==> src/rtl/load_unit_if.sv <==
// Load unit signal bundle: request, response and memory-bus channels.
// The slave modport is the load unit itself; master is the surrounding core/bus side.
interface load_unit_if;
   logic        req_valid;
   logic        req_ready;
   logic [31:0] req_addr;
   logic [2:0]  req_size;

   logic        resp_valid;
   logic        resp_ready;
   logic [31:0] resp_data;
   logic        resp_misalign;
   logic        resp_err;

   logic        bus_req;
   logic        bus_gnt;
   logic [31:0] bus_addr;
   logic [3:0]  bus_lanes;
   logic        bus_rvalid;
   logic [31:0] bus_rdata;
   logic        bus_rerr;

   modport slave (
      input  req_valid, req_addr, req_size, resp_ready,
             bus_gnt, bus_rvalid, bus_rdata, bus_rerr,
      output req_ready, resp_valid, resp_data, resp_misalign, resp_err,
             bus_req, bus_addr, bus_lanes
   );

   modport master (
      output req_valid, req_addr, req_size, resp_ready,
             bus_gnt, bus_rvalid, bus_rdata, bus_rerr,
      input  req_ready, resp_valid, resp_data, resp_misalign, resp_err,
             bus_req, bus_addr, bus_lanes
   );
endinterface

==> src/rtl/load_unit.sv <==
// Single-outstanding load unit: alignment check, word-bus read with timeout,
// byte/half/word extraction with sign or zero extension.
module load_unit #(
   parameter int TIMEOUT = 16
) (
   input  logic       clk,
   input  logic       rst_n,
   load_unit_if.slave lu
);
   typedef enum logic [1:0] {IDLE, ADDR, DATA, RESP} state_t;

   state_t      state_reg, state_next;
   logic [31:0] addr_reg;
   logic [2:0]  size_reg;
   logic [15:0] cnt_reg;
   logic [31:0] data_reg;
   logic        misalign_reg;
   logic        err_reg;

   logic        req_aligned;
   logic        timeout_hit;
   logic [1:0]  off;
   logic [2:0]  nbytes;
   logic [3:0]  lanes;
   logic [31:0] shifted;
   logic [31:0] extracted;
   logic        sx;

   assign off         = addr_reg[1:0];
   assign timeout_hit = (cnt_reg == 16'(TIMEOUT - 1));
   assign sx          = ~size_reg[2];

   always_comb begin
      req_aligned = 1'b0;
      case (lu.req_size[1:0])
         2'b00:   req_aligned = 1'b1;
         2'b01:   req_aligned = ~lu.req_addr[0];
         2'b10:   req_aligned = (lu.req_addr[1:0] == 2'b00);
         default: req_aligned = 1'b0;
      endcase
   end

   always_comb begin
      nbytes = 3'd4;
      case (size_reg[1:0])
         2'b00:   nbytes = 3'd1;
         2'b01:   nbytes = 3'd2;
         default: nbytes = 3'd4;
      endcase
   end

   // A lane is read when it falls inside [off, off+nbytes).
   generate
      for (genvar gi = 0; gi < 4; gi++) begin : g_lane
         assign lanes[gi] = (3'(gi) >= {1'b0, off}) && (3'(gi) < ({1'b0, off} + nbytes));
      end
   endgenerate

   always_comb begin
      shifted   = lu.bus_rdata >> {off, 3'b000};
      extracted = shifted;
      case (size_reg[1:0])
         2'b00:   extracted = {{24{sx & shifted[7]}}, shifted[7:0]};
         2'b01:   extracted = {{16{sx & shifted[15]}}, shifted[15:0]};
         default: extracted = lu.bus_rdata;
      endcase
   end

   always_ff @(posedge clk or negedge rst_n) begin
      if (!rst_n) state_reg <= IDLE;
      else        state_reg <= state_next;
   end

   always_comb begin
      state_next = state_reg;
      case (state_reg)
         IDLE: if (lu.req_valid) state_next = req_aligned ? ADDR : RESP;
         ADDR: if (lu.bus_gnt) state_next = DATA;
         DATA: if (lu.bus_rvalid || timeout_hit) state_next = RESP;
         RESP: if (lu.resp_ready) state_next = IDLE;
         default: state_next = IDLE;
      endcase
   end

   always_ff @(posedge clk or negedge rst_n) begin
      if (!rst_n) begin
         addr_reg     <= '0;
         size_reg     <= '0;
         cnt_reg      <= '0;
         data_reg     <= '0;
         misalign_reg <= 1'b0;
         err_reg      <= 1'b0;
      end else begin
         case (state_reg)
            IDLE: if (lu.req_valid) begin
               addr_reg     <= lu.req_addr;
               size_reg     <= lu.req_size;
               misalign_reg <= ~req_aligned;
               err_reg      <= 1'b0;
               data_reg     <= '0;
            end
            ADDR: if (lu.bus_gnt) cnt_reg <= '0;
            DATA: begin
               // Data arriving on the final counted cycle takes priority over the timeout.
               if (lu.bus_rvalid) begin
                  err_reg  <= lu.bus_rerr;
                  data_reg <= lu.bus_rerr ? 32'd0 : extracted;
               end else if (timeout_hit) begin
                  err_reg  <= 1'b1;
                  data_reg <= '0;
               end else begin
                  cnt_reg <= cnt_reg + 16'd1;
               end
            end
            default: ;
         endcase
      end
   end

   always_comb begin
      lu.req_ready     = 1'b0;
      lu.resp_valid    = 1'b0;
      lu.resp_data     = '0;
      lu.resp_misalign = 1'b0;
      lu.resp_err      = 1'b0;
      lu.bus_req       = 1'b0;
      lu.bus_addr      = '0;
      lu.bus_lanes     = '0;
      case (state_reg)
         IDLE: lu.req_ready = 1'b1;
         ADDR: begin
            lu.bus_req   = 1'b1;
            lu.bus_addr  = {addr_reg[31:2], 2'b00};
            lu.bus_lanes = lanes;
         end
         RESP: begin
            lu.resp_valid    = 1'b1;
            lu.resp_data     = data_reg;
            lu.resp_misalign = misalign_reg;
            lu.resp_err      = err_reg;
         end
         default: ;
      endcase
   end
endmodule

==> src/flat_wrapper.sv <==
// flat-port wrapper written by rule: the top's interface ports become plain ports
module load_unit_flat 
#(
   parameter int TIMEOUT = 16
)
  (clk, rst_n, lu_req_valid, lu_req_addr, lu_req_size, lu_resp_ready, lu_bus_gnt, lu_bus_rvalid, lu_bus_rdata, lu_bus_rerr, lu_req_ready, lu_resp_valid, lu_resp_data, lu_resp_misalign, lu_resp_err, lu_bus_req, lu_bus_addr, lu_bus_lanes);
  load_unit_if lu_i ();
  input  logic clk;
  input  logic rst_n;
  input wire logic [$bits(lu_i.req_valid)-1:0] lu_req_valid;
  input wire logic [$bits(lu_i.req_addr)-1:0] lu_req_addr;
  input wire logic [$bits(lu_i.req_size)-1:0] lu_req_size;
  input wire logic [$bits(lu_i.resp_ready)-1:0] lu_resp_ready;
  input wire logic [$bits(lu_i.bus_gnt)-1:0] lu_bus_gnt;
  input wire logic [$bits(lu_i.bus_rvalid)-1:0] lu_bus_rvalid;
  input wire logic [$bits(lu_i.bus_rdata)-1:0] lu_bus_rdata;
  input wire logic [$bits(lu_i.bus_rerr)-1:0] lu_bus_rerr;
  output wire logic [$bits(lu_i.req_ready)-1:0] lu_req_ready;
  output wire logic [$bits(lu_i.resp_valid)-1:0] lu_resp_valid;
  output wire logic [$bits(lu_i.resp_data)-1:0] lu_resp_data;
  output wire logic [$bits(lu_i.resp_misalign)-1:0] lu_resp_misalign;
  output wire logic [$bits(lu_i.resp_err)-1:0] lu_resp_err;
  output wire logic [$bits(lu_i.bus_req)-1:0] lu_bus_req;
  output wire logic [$bits(lu_i.bus_addr)-1:0] lu_bus_addr;
  output wire logic [$bits(lu_i.bus_lanes)-1:0] lu_bus_lanes;
  assign lu_i.req_valid = lu_req_valid;
  assign lu_i.req_addr = lu_req_addr;
  assign lu_i.req_size = lu_req_size;
  assign lu_i.resp_ready = lu_resp_ready;
  assign lu_i.bus_gnt = lu_bus_gnt;
  assign lu_i.bus_rvalid = lu_bus_rvalid;
  assign lu_i.bus_rdata = lu_bus_rdata;
  assign lu_i.bus_rerr = lu_bus_rerr;
  assign lu_req_ready = lu_i.req_ready;
  assign lu_resp_valid = lu_i.resp_valid;
  assign lu_resp_data = lu_i.resp_data;
  assign lu_resp_misalign = lu_i.resp_misalign;
  assign lu_resp_err = lu_i.resp_err;
  assign lu_bus_req = lu_i.bus_req;
  assign lu_bus_addr = lu_i.bus_addr;
  assign lu_bus_lanes = lu_i.bus_lanes;
  load_unit #(.TIMEOUT(TIMEOUT)) u_core (.clk(clk), .rst_n(rst_n), .lu(lu_i));
endmodule
==> config.mk <==
export PLATFORM = sky130hd
export DESIGN_NAME = load_unit_flat
export DESIGN_NICKNAME = d
export VERILOG_FILES = /design/src/rtl/load_unit_if.sv /design/src/rtl/load_unit.sv /design/src/flat_wrapper.sv
export SDC_FILE = /design/constraint.sdc
export NUM_CORES = 1
export LEC_CHECK = 0
export CAP_MARGIN = 30
export CORE_ASPECT_RATIO = 2
export CORE_MARGIN = 3
export CORE_UTILIZATION = 47
export DETAILED_ROUTE_END_ITERATION = 8
export PLACE_DENSITY_LB_ADDON = 0.3
export SLEW_MARGIN = 20
export SYNTH_ARGS = -nofsm -noshare
export SYNTH_HDL_FRONTEND = slang
export SYNTH_SLANG_ARGS = --single-unit
==> constraint.sdc <==
create_clock -name clk -period 2.3 [get_ports clk]
set_input_delay 0.23 -clock clk [delete_from_list [all_inputs] [get_ports clk]]
set_output_delay 0.23 -clock clk [all_outputs]
set_load 0.01 [all_outputs]
; Word level (Yosys, flattened, before mapping)
; Index checks and enable logic that the tools add are counted.
; Widths: inputs -> output; s select.
[classes]
order_cmp = 7
addsub = 2
n_eq_ne = 14
muxes = 30
reduce_logical = 14
bitwise = 5
shifts = 1
[op_table]
columns = cell, count
row1 = $mux 32, 6
row2 = $pmux 32 s2, 2
row3 = $mux 16, 3
row4 = $pmux 16 s2, 1
row5 = $shr 32x5->16, 1
row6 = $add 16x1->16 const B, 1
row7 = $eq 16x4->1 const B, 1
row8 = $mux 2, 5
row9 = $ne 2x2->1 const B, 5
row10 = $logic_not 2->1, 4
row11 = $mux 1, 8
row12 = $pmux 2 s4, 1
row13 = $reduce_and 4->1, 2
row14 = $eq 2x1->1 const B, 3
row15 = $eq 2x2->1 const B, 3
row16 = $lt 1x3->1 const A, 2
row17 = $lt 2x3->1 const A, 2
row18 = $pmux 3 s2, 1
row19 = $ge 1x2->1 const A, 2
row20 = $mux 4, 1
row21 = $reduce_bool 2->1, 2
row22 = $add 2x3->3, 1
row23 = $logic_and 1x1->1, 3
row24 = $ne 3x2->1 const B, 1
row25 = 9 further kinds, 12
[totals]
output_inout_bits = 73
register_bits = 87

; Logic depth before layout (Yosys ltp)
; Gate-level depths: netlist (run 1).
[logic_depth]
ltp_word = 6
mapped_depth = 9
depth_no_buf = 7

; Worst setup path after synthesis (run 1)
; OpenSTA, ideal clock, no wires.
[synth_path]
path_type = register -> output
start = reg u_core.size_reg[1]
end = out lu_bus_lanes[2]
required_time_ps = 2070
path_stages_with_launch = 9
path_buffers = 2
arrival_time_ps = 1899
setup_slack_ps = 171
path_cell_list = dfrtp_1 > clkbuf_1 > clkbuf_1 > nor2_1 > ha_1 > ha_1 > a21oi_1 > a21oi_1 > a211oi_1
[synth_between]
elab_chain_len = 6
word_cells_on_any_way = 7
[synth_rtl]
columns = item, line
row1 = from (decl), load_unit.sv:14  ; logic [2:0] size_reg;
row2 = from (signal assigned), load_unit.sv:97  ; size_reg <= lu.req_size;
row3 = $eq 2x1->1 or $logic_not 2->1 (tied branches), load_unit.sv:45  ; case (size_reg[1:0])
row4 = $pmux 3 s2 (*), load_unit.sv:45
row5 = $add 2x3->3 (*), load_unit.sv:55  ; assign lanes[gi] = (3'(gi) >= {1'b0, off}) && (3'(gi) < ({1'b0, off} + nbytes));
row6 = $lt 2x3->1 (*), load_unit.sv:55
row7 = $logic_and 1x1->1 (*), load_unit.sv:55
row8 = $mux 4 (*), load_unit.sv:129  ; case (state_reg)
row9 = to (decl), flat_wrapper.sv:25  ; output wire logic [$bits(lu_i.bus_lanes)-1:0] lu_bus_lanes;
; Every way passes the cells marked *; elsewhere a longest branch is shown, timed or not.

; Worst setup path after layout (run 1)
[layout_path]
start = reg u_core.cnt_reg[5]
end = reg u_core.state_reg[1]
[layout_between]
elab_chain_len = 4
[layout_rtl]
columns = item, line
row1 = from (decl), load_unit.sv:15  ; logic [15:0] cnt_reg;
row2 = from (signal assigned), load_unit.sv:112  ; cnt_reg <= cnt_reg + 16'd1;
row3 = $eq 16x4->1, load_unit.sv:30  ; assign timeout_hit = (cnt_reg == 16'(TIMEOUT - 1));
row4 = $logic_or 1x1->1, load_unit.sv:79  ; DATA: if (lu.bus_rvalid || timeout_hit) state_next = RESP;
row5 = $ne 2x1->1 (no line), n/a
row6 = $reduce_and 4->1 (no line), n/a
row7 = to (signal assigned), load_unit.sv:71  ; else state_reg <= state_next;
row8 = to (decl), load_unit.sv:12  ; state_t state_reg, state_next;
; Every way passes these cells.
; A chain may end at the register's enable or synchronous reset.

==> results.md, run 1 <==
GRT:
- After global routing the overflow that remains totals 0.
- The via count of the first global-routing pass is around 4300.
- The global-route usage over all layers is 0.242.
- The first global-routing pass estimated 21600 um of wire.
- Entering global routing, the biggest net connects 53 pins.
- The initial antenna violation count was 0.

Synthesis:
- The share of synthesized cell area in full adder, half adder and majority cells is 0.0186.
- The number of warnings reported in the yosys synthesis log is 0.
- Of the post-synthesis cell area, the part taken by muxes is 0.114.
- Of the total synthesized cell area, the portion taken by XOR and XNOR cells is 0.0186.
- Yosys mapped a number of flops with a built-in enable equal to 0.
- In the post-synthesis netlist, the biggest area contributors are sky130_fd_sc_hd__dfrtp_1, sky130_fd_sc_hd__mux2_2, sky130_fd_sc_hd__and2_1, sky130_fd_sc_hd__a221o_1, sky130_fd_sc_hd__o21ai_0.
- Counting flops with an async set or reset pin after synthesis yields a share of 1.00.
- The simple-gate share of the synthesized area is 0.199.
- The share of synthesized area in the top cell type comes to 0.462.
- The largest family of logic cells by synthesized area is simple AND/OR/NAND/NOR gates.
- The number of standard cells after synthesis is around 440.
- Counting distinct cell types in the post-synthesis netlist gives 50.
- The average cell area after synthesis is 10.6 sq um.
- Of the synthesized area, sequential elements account for 0.462.
- The synthesized netlist occupies a cell area of 4720 sq um.
- The prevailing post-synth register cell is sky130_fd_sc_hd__dfrtp_1.
- The cell taking the most area after synthesis is sky130_fd_sc_hd__dfrtp_1.
- The area fraction in compound gates after synthesis is 0.146.
- In this run, synthesis produced a sequential element count of 87.

Layout:
- The number of nets in the layout is ~680.
- The fill cell instance count of the final layout is a little over 700.
- From synthesis to final layout, the design area changed by 43.9%.
- Registers take around 2200 sq um.
- The number of diodes added for antenna fixing is 0.
- The multi-input combinational cell area is around 2400 sq um.
- In the final layout, the share of cells above drive strength 1 is 0.169.

Detailed routing:
- Wires add up to about 14000 um.
- The total iterations of the first detailed-routing run is 4.
- For this run, design rule violations remaining after detail routing come to 0.
- The antenna violation net count after detailed routing is 0.
- The routed via count is 4108.
- The wire length per cell after detailed routing is 18.8 um.
- The number of DRC markers after the initial detailed-route iteration is 127.
- The number of vias per cell after detailed routing is 5.62.

Floorplanning:
- The die covers between 10000 and 15000 sq um.
- The initial cell density of the core is 0.483.
- The count of standard-cell rows is 51.
- 147 I/O pins were placed.
- The vertical extent of the die is ~150 um.
- The floorplan step defined a core boundary enclosing just under 10000 sq um.
- The die outline width is approximately 77 um.

Clocking:
- The number of sinks driven by the clock tree is 87.
- The clock tree from TritonCTS is yes.
- The maximum number of buffers from clock root to sink is 2.
- The clock transition at the registers of the reported paths is about 0.070 ns.
- The clock reaches the later pin of the worst-skew pair after ~0.34 ns.
- The number of clock buffers added by TritonCTS is 9.
- The root buffer cell is sky130_fd_sc_hd__clkbuf_16.
- The number of H-tree branching levels is 3.

Power and ir drop:
- Of the total power, the clock network draws 0.187.
- Of the total power, combinational logic draws 0.495.
- Internal power comes to about 0.0051 W.
- Of the total power, the share spent switching nets is 0.357.
- The share of total power dissipated in sequential elements is 0.318.
- The maximum vdd ir drop is around 0.74 mV.
- Summed over all nets, the switching power comes to between 0.002 and 0.003 W.
- Summed over all cells, the static leakage comes to ~2.9 nW.
- The total power draw is 0.00794 W.
- In this run the power density over the cells is 1170 nW/um^2.

STA:
- The largest clock skew in the final design is roughly 0.0099 ns.
- Headroom to the max-slew limit came out at 0.609.
- The highest clock frequency the design can meet is between 0.4 and 0.5 GHz.
- Setup repair after global routing could not meet its margin everywhere.
- The final number of max-transition violations is 0.
- The number of endpoints with negative hold slack in the final report came to 0.
- The transition time at the pin with the least slew margin is ~0.6 ns.
- The total setup violations reported at the end of the flow is 0.
- The smallest setup slack after layout is about 0.038 ns.
- Counting I/O delays and the setup requirement, the final critical path takes 2.26 ns.
- The part of the cycle the worst path needs is 0.984.

Critical path:
- The arrival time of data at the critical path endpoint is between 2 and 2.5 ns.
- The kind of end point of the critical path is a flop.
- The biggest cell delay along the critical path is ~0.56 ns.
- The endpoint required time on the critical path is around 2.5 ns.
- The number of buffer and inverter stages on the critical path is 0.
- The cell family contributing the most delay on the critical path is simple AND/OR/NAND/NOR gates.
- The critical path in this run is classified as reg2reg.
- The slowest stage of the critical path belongs to the cell sky130_fd_sc_hd__or4_4.
- STA classifies the critical path startpoint as a flop.
- The maximum fanout along the worst path is 5.
- The signal on the critical path passes through or4_4, nor4_4, nor2_1, nor3b_1, mux2_2.
- Setup slack on the worst reg-to-reg path comes out at approximately 0.038 ns.

Flow run:
- Across the run, the number of max-cap violations was 0.

Min path:
- The path type of the worst min-delay path is in2async.

Placed design:
- The worst slack at placement is -0.00647 ns.
- The placer congestion estimate is a little over 0.9.
- The count of input and output buffers is 144.
- The half-perimeter wire length after placement is about 10000 um.

Status:
- The run finished with clean final reports.
## worst register-to-register path, cell delays in order, from the launching register on
cell                      delay, ns
sky130_fd_sc_hd__dfrtp_1       0.43
sky130_fd_sc_hd__or4_4         0.56
sky130_fd_sc_hd__nor4_4        0.34
sky130_fd_sc_hd__nor2_1        0.09
sky130_fd_sc_hd__nor3b_1       0.35
sky130_fd_sc_hd__mux2_2        0.39
## layer usage
metal | vias up | track usage | part of all wire
met4 | 0 | 0.151 | 0.046
met2 | 160 | 0.444 | 0.55
met3 | 41 | 0.0396 | 0.052
li1 | 1895 | - | -
met5 | - | 0 | 0
met1 | 2012 | 0.250 | 0.35
## area by class of cell
| class | instances | area share |
|---|---|---|
| Multi-Input combinational cell | 316 | 0.353 |
| Sequential cell | 87 | 0.321 |
| Timing Repair Buffer | 171 | 0.252 |
| Clock buffer | 11 | 0.0358 |
| Tap cell | 132 | 0.0243 |
| Clock inverter | 5 | 0.00940 |
| Inverter | 9 | 0.00498 |
## cell usage after synthesis, types with 9 or more instances
master	instances
sky130_fd_sc_hd__a221o_1	23
sky130_fd_sc_hd__and2_1	67
sky130_fd_sc_hd__inv_1	9
sky130_fd_sc_hd__nor2_1	14
sky130_fd_sc_hd__mux2_2	43
sky130_fd_sc_hd__o21ai_0	21
sky130_fd_sc_hd__dfrtp_1	87
sky130_fd_sc_hd__nor2b_1	12
sky130_fd_sc_hd__nand2_1	26
sky130_fd_sc_hd__clkbuf_1	22
sky130_fd_sc_hd__nand3_1	11
## per-stage QoR
stage / TNS (ns) / instances / cell area (sq um) / util / hold slack [ns]
after floorplan: 0 / 445 / 4720 / - / -0.0656
after global placement: 0 / 710 / 6360 / 0.652 / 0.210
after detailed placement: -0.00647 / 710 / 6360 / 0.652 / 0.220
after CTS: -0.0297 / 729 / 6720 / 0.688 / 0.394
after global routing: -0.0638 / 731 / 6790 / 0.695 / 0.422
final: 0 / 731 / 6790 / 0.695 / 0.382
## power by group through the flow
| stage | Clock [W] | Combinational, W | Sequential (W) |
|---|---|---|---|
| final | 0.00149 | 0.00393 | 0.00253 |
| after global routing | 0.00159 | 0.00424 | 0.00260 |
| after CTS | 0.00152 | 0.00383 | 0.00251 |
| after detailed placement | 0 | 0.00374 | 0.00253 |
| after global placement | 0 | 0.00365 | 0.00249 |
| after floorplan | 0 | 0.00228 | 0.00241 |
## final timing paths
path	from	end	cells after the start
max in group asynchronous	rst_n	u_core.data_reg[18]$_DFFE_PN0P_	3
min in group clk	u_core.data_reg[0]$_DFFE_PN0P_	u_core.data_reg[0]$_DFFE_PN0P_	2
max reg2reg	u_core.cnt_reg[5]$_DFFE_PN0P_	u_core.state_reg[1]$_DFFE_PN0P_	5
min reg2reg	u_core.data_reg[0]$_DFFE_PN0P_	u_core.data_reg[0]$_DFFE_PN0P_	2
max	u_core.cnt_reg[5]$_DFFE_PN0P_	u_core.state_reg[1]$_DFFE_PN0P_	5
min	rst_n	u_core.data_reg[3]$_DFFE_PN0P_	2
## repair_timing
action,4_1_cts,5_1_grt
hold buffers,1,0
pin swaps,0,4
buffers inserted,2,1
gates cloned,0,1
gates resized for setup,15,10
setup endpoints to repair,37,36
hold endpoints to repair,35,0
## cell usage in the layout, fill, tap and decap left out, types with 4 or more instances in the layout
cell type / count
sky130_fd_sc_hd__clkdlybuf4s50_1: 139
sky130_fd_sc_hd__dfrtp_1: 87
sky130_fd_sc_hd__and2_1: 67
sky130_fd_sc_hd__mux2_2: 43
sky130_fd_sc_hd__nand2_1: 26
sky130_fd_sc_hd__a221o_1: 23
sky130_fd_sc_hd__o21ai_0: 21
sky130_fd_sc_hd__buf_4: 21
sky130_fd_sc_hd__nor2_1: 14
sky130_fd_sc_hd__nor2b_1: 12
sky130_fd_sc_hd__nand3_1: 11
sky130_fd_sc_hd__clkbuf_16: 10
sky130_fd_sc_hd__inv_1: 9
sky130_fd_sc_hd__xnor2_1: 7
sky130_fd_sc_hd__a22oi_1: 7
sky130_fd_sc_hd__o22a_1: 7
sky130_fd_sc_hd__o221ai_1: 7
sky130_fd_sc_hd__nand2b_1: 6
sky130_fd_sc_hd__nor4_1: 5
sky130_fd_sc_hd__buf_12: 5
sky130_fd_sc_hd__nor3_1: 4
sky130_fd_sc_hd__and3_1: 4
sky130_fd_sc_hd__ha_1: 4
## logic make-up after synthesis
group / after synthesis
flops: 87
simple gates: 163
buf+inv: 42
other cells: 1
fa+ha+maj: 7
mux: 47
xor+xnor: 10
compound gates: 87
No activity file was read; power rests on OpenSTA's default activity.
==> run 2: changes to the inputs <==
--- a/config.mk
+++ b/config.mk
@@ -11,7 +11,7 @@
 export CORE_UTILIZATION = 47
 export DETAILED_ROUTE_END_ITERATION = 8
 export PLACE_DENSITY_LB_ADDON = 0.3
-export SLEW_MARGIN = 20
+export SLEW_MARGIN = 0
 export SYNTH_ARGS = -nofsm -noshare
 export SYNTH_HDL_FRONTEND = slang
 export SYNTH_SLANG_ARGS = --single-unit
==> results of run 2 <==
No change in the layout: final DEF, timing and power equal those of run 1.
==> run 3: changes to the inputs <==
==> constraint.sdc (replaced) <==
create_clock -name clk -period 2.3 [get_ports clk]
set_input_delay 0.46 -clock clk [delete_from_list [all_inputs] [get_ports clk]]
set_output_delay 0.46 -clock clk [all_outputs]
set_load 0.01 [all_outputs]
==> run 3 against run 2 <==
Compared with the run above: via count increased by 1.8%; critical path depth increased by 3; wire length increased by 3.7%; the flow now finishes with violations (setup timing); setup slack got worse by 0.072 ns; first-iteration DRC count increased by 60%; core utilization increased by 0.77 points; combinational power increased by 2%; clock skew decreased by 0.0015 ns; highest routed layer unchanged; sequential share of layout area decreased by 0.31 points; sequential power about the same; global-route usage increased by 1.7 points.
==> results.md, run 3 (same netlist as run 1, synthesis figures left out) <==
Critical path:
- The kind of end point of the critical path is an output pin.
- The type of the setup path with the least slack is reg2out.
- Traced cell by cell, the critical path runs through nand2b_4, xnor2_4, ha_4, a211oi_2, a21oi_2, buf_4, and2_4, buf_6.
- The endpoint required time on the critical path is 1.84 ns (-0.68 ns).
- The kind of cell adding the most delay to the critical path is flip-flops.
- For this design, the slowest cell found on the critical path is sky130_fd_sc_hd__dfrtp_1.
- STA classifies the critical path startpoint as a flop.
- The number of cells on the worst reg-to-reg path was 7 (+2).
- The maximum fanout along the worst path was 3 (-2).
- The arrival time of data at the critical path endpoint is 1.87 ns (-0.61 ns).
- The number of buffer and inverter stages on the critical path is 2 (+2).
- The critical path depth is 8 (+3).
- The biggest cell delay along the critical path is 0.41 ns (-0.15 ns).

Clocking:
- The number of sinks driven by the clock tree was 87 (unchanged).
- TritonCTS built the clock tree.
- The clock buffer count from CTS came to 9 (unchanged).
- The maximum number of buffers from clock root to sink was 2 (unchanged).
- The number of H-tree branching levels is 3 (unchanged).
- The clock transition at the registers of the reported paths is 0.07 ns (about the same).
- In this run the clock root is driven by a sky130_fd_sc_hd__clkbuf_16.
- The clock latency on the worst-skew pair is 0.34 ns (about the same).

Layout:
- The number of nets in the layout is 684 (+1.3%).
- The number of diodes added for antenna fixing was 0 (unchanged).
- The ratio of cells with drive above 1 in the final layout came to 0.201 (+0.0320).
- The number of standard cells in the final layout excluding fillers is 740 (+1.2%).
- In the layout the commonest cells are sky130_fd_sc_hd__clkdlybuf4s50_1, sky130_fd_sc_hd__dfrtp_1, sky130_fd_sc_hd__and2_1.
- The finished layout cell area is 6860 sq um (+1.1%).
- The relative area change from synthesis to final layout is 45.5%.
- Leaving out fill and tap cells, the most frequent cell in the layout is sky130_fd_sc_hd__clkdlybuf4s50_1.

Floorplanning:
- The vertical extent of the die is 148 um (unchanged).
- The core area is 9760 sq um (unchanged).
- The die outline width is 76.8 um (unchanged).
- The die area came to 11300 sq um (unchanged).
- The count of boundary I/O pins is 147 (unchanged).
- The initial cell density of the core is 0.483 (unchanged).
- The count of standard-cell rows is 51 (unchanged).

Detailed routing:
- The DRC violations left was 0 (unchanged).
- The total iterations of the first detailed-routing run is 4 (unchanged).
- The routed via count is 4180 (+1.8%).
- The antenna violation net count after detailed routing is 0 (unchanged).
- The wire length per cell after detailed routing is 19.2 um (+2.4%).
- The number of vias per cell after detailed routing is 5.65 (+0.52%).
- The number of DRC markers after the initial detailed-route iteration came to 203 (+60%).
- The routed wire length is 14200 um (+3.7%).

Power and ir drop:
- The switching share of power was 0.368 (+0.0113).
- The register share of total power is 0.316 (-0.002).
- The internal power contribution was 0.00509 W (-0.39%).
- The maximum vdd ir drop is 0.858 mV (+16%).
- The leakage power of the design is 3.12 nW (+8.8%).
- The total power per unit cell area is 1170 nW/um^2 (+0.27%).
- The part of the power in combinational logic was 0.498 (+0.003).
- The clock network fraction of design power is 0.185 (-0.002).
- The net load switching power is 0.00297 W (+4.6%).

STA:
- The smallest setup slack after layout is -0.0342 ns (-0.0720 ns).
- The total setup violations reported at the end of the flow is 3 (+3).
- The setup total negative slack is -0.0827 ns (-0.0827 ns).
- Setup repair after global routing could not meet its margin everywhere.
- The shortest period the worst path allows is 2.33 ns (+0.0720 ns).
- The number of endpoints with negative hold slack in the final report is 0 (unchanged).
- The largest clock skew in the final design was 0.00841 ns (-0.00152 ns).
- The final number of max-transition violations is 0 (unchanged).
- The part of the cycle the worst path needs is 1.01 (+0.0313).
- The headroom to the max-slew limit is 0.535 (-0.0735).
- The highest clock frequency the design can meet is 0.428 GHz (-3.1%).
- The transition time at the pin with the least slew margin is 0.697 ns (+0.110 ns).

Flow run:
- The reported max-cap violation count is 0 (unchanged).

GRT:
- The global-route congestion overflow total came to 0 (unchanged).
- The global-route usage over all layers was 0.259 (+0.0171).
- The maximum number of pins on one net before global-route repair is 52 (-1.9%).
- The initial antenna violation count is 0 (unchanged).
- The via count of the first global-routing pass came to 4509 (+5.4%).
- The wire length of the first global-routing pass is 23000 um (+6.3%).

Status:
- The checks that failed: setup timing.
- The run finished, with violations left.

Placed design:
- The placer congestion estimate is 0.949 (+3.1%).
- The half-perimeter wire length after placement is 10700 um (+3.0%).
- The cell count after placement came to 718 (+1.1%).
- The standard cell area after detailed placement is 6420 sq um (+0.94%).
- The count of input and output buffers was 144 (unchanged).

Min path:
- The tightest min-delay check is of the in2async type.
-- run 3: layer usage --
metal | vias to the layer above | share of wire | track usage
met4 | 0 | 0.065 | 0.172
met2 | 182 | 0.55 | 0.487
li1 | 1914 | - | -
met5 | - | 0 | 0
met3 | 56 | 0.057 | 0.0549
met1 | 2028 | 0.33 | 0.245
-- run 3: power by group through the flow --
stage / Clock, W / Combinational [W] / Sequential [W]
after floorplan: 0 / 0.00228 / 0.00241
after global placement: 0 / 0.00369 / 0.00249
after detailed placement: 0 / 0.00381 / 0.00254
after CTS: 0.00152 / 0.00395 / 0.00252
after global routing: 0.00160 / 0.00432 / 0.00262
final: 0.00149 / 0.00401 / 0.00255
-- run 3: layout make-up --
type | count | area, sq um
fillers | 743 | 2900
flip-flops and latches | 87 | 2180
clock buffers | 9 | 225
multi-input cells | 316 | 2450
well taps | 132 | 165
inverters | 9 | 33.8
repair buffers | 180 | 1730
clock inverters | 7 | 80.1
-- run 3: timing repair --
item / in CTS / in global routing
cloned: 1 / 0
pin swaps: 6 / 1
gates resized for setup: 79 / 6
setup buffers: 5 / 1
setup endpoints to repair: 46 / 28
hold buffers: 0 / 0
-- run 3: path summary, 6_finish.rpt --
check | end | slack, ns | startpoint
max in group asynchronous | u_core.addr_reg[14]$_DFFE_PN0P_ | 1.50 | rst_n
hold reg to reg | u_core.misalign_reg$_DFFE_PN0P_ | 0.48 | u_core.misalign_reg$_DFFE_PN0P_
setup / recovery | lu_bus_lanes[3] | -0.03 | u_core.size_reg[1]$_DFFE_PN0P_
setup reg to reg | u_core.data_reg[8]$_DFFE_PN0P_ | 0.09 | u_core.addr_reg[1]$_DFFE_PN0P_
min in group clk | u_core.misalign_reg$_DFFE_PN0P_ | 0.48 | u_core.misalign_reg$_DFFE_PN0P_
hold / removal | u_core.data_reg[4]$_DFFE_PN0P_ | 0.15 | rst_n
-- run 3: worst register-to-register path, delay by kind of cell, from the launching register on --
| family | cells | cell delay (ns) |
|---|---|---|
| simple gates | 2 | 0.20 |
| flops | 1 | 0.45 |
| compound gates | 1 | 0.27 |
| mux | 1 | 0.56 |
| buf+inv | 3 | 0.61 |
-- run 3: metrics by stage --
step / worst slack [ns] / util / total power (W) / hold WS [ns]
after global placement: -0.195 / 0.658 / 0.00617 / 0.459
after detailed placement: -0.259 / 0.658 / 0.00635 / 0.463
final: -0.0342 / 0.703 / 0.00805 / 0.152
after CTS: -0.0284 / 0.698 / 0.00799 / 0.175
after global routing: -0.147 / 0.703 / 0.00854 / 0.198
after floorplan: 0.0628 / - / 0.00470 / 0.164
==> RTL edit 1: new RTL, flow settings as in run 2 <==
One comparison of `cnt_reg` changes from == to >=.
--- a/src/rtl/load_unit.sv
+++ b/src/rtl/load_unit.sv
@@ -29,3 +29,3 @@
    assign off         = addr_reg[1:0];
-   assign timeout_hit = (cnt_reg == 16'(TIMEOUT - 1));
+   assign timeout_hit = (cnt_reg >= 16'(TIMEOUT - 1));
    assign sx          = ~size_reg[2];
Behaviour: no difference found for any inputs over 4 cycles, from zero or initial values and one cycle with rst_n low; that may be too few to reach the edited logic, so the function may still have changed.
==> RTL edit 1 against run 2 <==
- synthesized area down 4.8%
- register-to-register slack better by 170 ps
- final area down 5.4%
- clock skew down 5.4 ps
- routed wire length down 11%
- largest cell class is now registers
- worst setup slack better by 50 ps
- largest power group unchanged
- sequential cell count unchanged
- total power down 2.0%
- worst hold slack better by 52 ps
- via count down 8.7%
==> RTL edit 1: results (changes against run 2) <==
fraction of layout cells with a size suffix above 1 0.155 (-0.0134); slowest library cell on the worst path fa_2; Distinct cells, synth 47 (-6.0%); Worst Path Arrival 1980 ps (-500 ps); Max stage delay on crit path 400 ps (-160 ps); outcome finished clean; post-synthesis xor/xnor area fraction 0.00195 (-0.0166); top post-synthesis cells by area dfrtp_1 48%, and2_1 11%, mux2_2 9.0%; routability cong. 0.883 (-4.1%); total number of vias 3749 (-8.7%); FF-to-FF setup slack 210 ps (+170 ps); first-pass GRT wire length 19.4 mm (-9.9%); FF-to-FF Start u_core.addr_reg[1]$_DFFE_PN0P_; clk_skew 4.57 ps (-5.37 ps); Slew headroom 0.563 (-0.0459); Compound-Gate Fraction of Synth Area 0.159 (+0.0124); post-synthesis adder-cell area fraction 0.0212 (+0.00261); Max VDD drop 0.737 mV (-0.80%); routed wire length 12.2 mm (-11%); final net count 630 (-6.7%); port bufs 144 (unchanged); post-DP HPWL 9.29 mm (-11%); sequential fraction of the synthesis area 0.485 (+0.0233); crit-path max FO 2 (-3); vias in the first global route 4031 (-5.8%); leakage 2.77 nW (-3.4%); Worst R2R Path Depth 6 (+1); Total Routing Usage GR 0.235 (-0.00629); r2r endpoint u_core.data_reg[18]$_DFFE_PN0P_; crit path launch u_core.size_reg[0]$_DFFE_PN0P_; largest net degree at the start of global routing 46 (-13%)
RTL edit 1: cell count changes after synthesis, sizes merged, moves of 9 or more:
cell and delta:
o2bb2ai +13, nand2 -15, a21oi +9, and2 +12
RTL edit 1: timing repair:
| action | 4_1_cts | 5_1_grt |
|---|---|---|
| resized for setup | 16 | 6 |
| hold buffers | 1 | 0 |
| buffers inserted | 1 | 1 |
| endpoints found under the hold margin | 44 | 0 |
| pin swaps | 1 | 2 |
| setup endpoints to repair | 30 | 76 |
RTL edit 1: layout make-up:
type	instances	area, µm²	area share
multi-input combinational	276	2140	0.333
clock inverter	5	56.3	0.00877
inverter	12	45.0	0.00701
sequential	87	2180	0.339
timing repair buffer	163	1620	0.253
clock buffer	11	253	0.0394
tap	102	128	0.0199
RTL edit 1: per-layer routing:
| layer | global-route usage | vias up | routed length, µm |
|---|---|---|---|
| li1 | - | 1738 | - |
| met1 | 0.254 | 1794 | 4240 |
| met2 | 0.402 | 177 | 6410 |
| met3 | 0.0619 | 40 | 866 |
| met4 | 0.136 | 0 | 636 |
| met5 | 0 | - | 0 |
RTL edit 1: power by group through the flow:
stage | clock, W | sequential (W) | combinational (W)
global route | 0.00160 | 0.00254 | 0.00416
detailed placement | 0 | 0.00249 | 0.00377
global placement | 0 | 0.00244 | 0.00368
CTS | 0.00152 | 0.00246 | 0.00380
finish | 0.00149 | 0.00247 | 0.00382
floorplan | 0 | 0.00237 | 0.00231
RTL edit 1: through the flow:
stage,std cells,hold slack (ps),setup slack (ps)
2_1_floorplan,407,-65.6,50.4
3_3_place_gp,637,266,-12.1
3_5_place_dp,637,274,-105
4_1_cts,655,451,16.5
5_1_grt,656,488,24.0
6_report,656,434,87.9
==> RTL edit 2: new RTL, config.mk and constraints of run 2 <==
Made on the original files. `TIMEOUT` is set to 16 in 2 places; all go to 15.
--- a/src/rtl/load_unit.sv
+++ b/src/rtl/load_unit.sv
@@ -3,3 +3,3 @@
 module load_unit #(
-   parameter int TIMEOUT = 16
+   parameter int TIMEOUT = 15
 ) (
--- a/src/flat_wrapper.sv
+++ b/src/flat_wrapper.sv
@@ -3,3 +3,3 @@
 #(
-   parameter int TIMEOUT = 16
+   parameter int TIMEOUT = 15
 )
Function: no difference found for any inputs over 4 cycles, from zero or initial values and one cycle with rst_n low; that may be too few to reach the edited logic, so the function may still have changed.
==> RTL edit 2 against run 2 <==
- synthesized area up 5.7%
- total power up 5.4%
- critical path type is now register to output port
- critical endpoint is now lu_bus_addr[15]
- sequential cell count unchanged
- final area up 4.0%
- worst setup slack better by 79 ps
- worst hold slack worse by 58 ps
- combinational power up 6.6%
- routed wire length up 8.8%
==> RTL edit 2: results (changes against run 2) <==
outcome finished clean; first-pass GRT wire length 23.4 mm (+8.4%); FF-to-FF setup slack 140 ps (+100 ps); Distinct cells, synth 56 (+12%); switching share of power 0.369 (+0.0121); top post-synthesis cells by area dfrtp_1 44%, mux2_2 8.6%, and2_1 8.3%; routability cong. 0.925 (+0.43%); routed wire length 14.9 mm (+8.8%); leakage 3.05 nW (+6.5%); Max VDD drop 0.867 mV (+17%); DRT iter0 DRCs 209 (+65%); crit-path max FO 21 (+16); r2r endpoint u_core.data_reg[24]$_DFFE_PN0P_; Metal-1 WL 5.18 mm (+6.9%); DR WL met3 705 µm (-1.1%); worst hold slack 324 ps (-58.1 ps); total number of vias 4556 (+11%); DP Area 6680 µm² (+5.0%); Worst Path Arrival 1950 ps (-530 ps); largest net degree at the start of global routing 66 (+25%); Total Routing Usage GR 0.251 (+0.00895); DR WL met2 8.47 mm (+12%); FF-to-FF Start u_core.addr_reg[1]$_DFFE_PN0P_; Worst R2R Path Depth 6 (+1); slowest library cell on the worst path clkdlybuf4s50_1
-- RTL edit 2: worst max-delay path by stage --
stage | depth (start not counted) | to | startpoint | slack [ps]
detailed placement | 9 | lu_bus_lanes[2] | u_core.size_reg[1]$_DFFE_PN0P_ | 100
finish | 5 | lu_bus_addr[15] | u_core.state_reg[1]$_DFFE_PN0P_ | 120
CTS | 10 | lu_bus_lanes[2] | u_core.size_reg[1]$_DFFE_PN0P_ | 4
global route | 10 | lu_bus_lanes[2] | u_core.size_reg[1]$_DFFE_PN0P_ | 8
floorplan | 9 | lu_bus_lanes[2] | u_core.addr_reg[1]$_DFFE_PN0P_ | 110
global placement | 9 | lu_bus_lanes[2] | u_core.size_reg[1]$_DFFE_PN0P_ | 150
-- RTL edit 2: kinds of logic after synthesis --
group / count (synthesis) / share of synthesized area
adder cells (fa/ha/maj): 8 / 0.0201
multiplexers: 56 / 0.122
AND/OR/NAND/NOR: 183 / 0.205
AO/OA/AOI/OAI: 117 / 0.176
buffers and inverters: 44 / 0.0379
XOR/XNOR: 1 / 0.00176
flip-flops: 87 / 0.437
other: 1 / 0.000752
-- RTL edit 2: power by group through the flow --
stage          clock network, W  registers (W)  logic [W]
3_5_place_dp                  0        0.00258    0.00414
6_report                0.00161        0.00257    0.00419
4_1_cts                 0.00163        0.00256    0.00418
3_3_place_gp                  0        0.00254    0.00401
2_1_floorplan                 0        0.00243    0.00256
5_1_grt                 0.00170        0.00264    0.00454
-- RTL edit 2: critical path, delay by kind of cell (launching register included) --
family                     cells  cell delay, ps
DFF                            1             420
adders and majority gates      1             200
and+or+nand+nor                1             160
buffers and inverters          3             840
-- RTL edit 2: through the flow --
step,setup WS (ps),std cells
final,116,790
after CTS,3.52,789
after global routing,8.16,789
after floorplan,109,498
after global placement,149,770
after detailed placement,97.1,770
-- RTL edit 2: timing repair --
| action | in CTS | in global routing |
|---|---|---|
| endpoints found under the setup margin | 8 | 15 |
| hold buffers | 1 | 0 |
| endpoints found under the hold margin | 22 | 0 |
| resized for setup | 6 | 7 |
| gates cloned | 0 | 0 |
| setup buffers | 2 | 0 |
-- RTL edit 2: routing by layer --
layer  vias to the layer above  global-route usage
met5                         -                   0
li1                       2103                   -
met3                        36              0.0503
met1                      2255               0.251
met2                       162               0.472
met4                         0               0.141
-- RTL edit 2: layout make-up --
class | count | area, µm²
Fill cell | 812 | 3160
Clock buffer | 10 | 239
Antenna cell | 1 | 2.50
Inverter | 8 | 30.0
Timing Repair Buffer | 176 | 1710
Multi-Input combinational cell | 367 | 2640
Sequential cell | 87 | 2180
Clock inverter | 6 | 91.3
Tap cell | 135 | 169
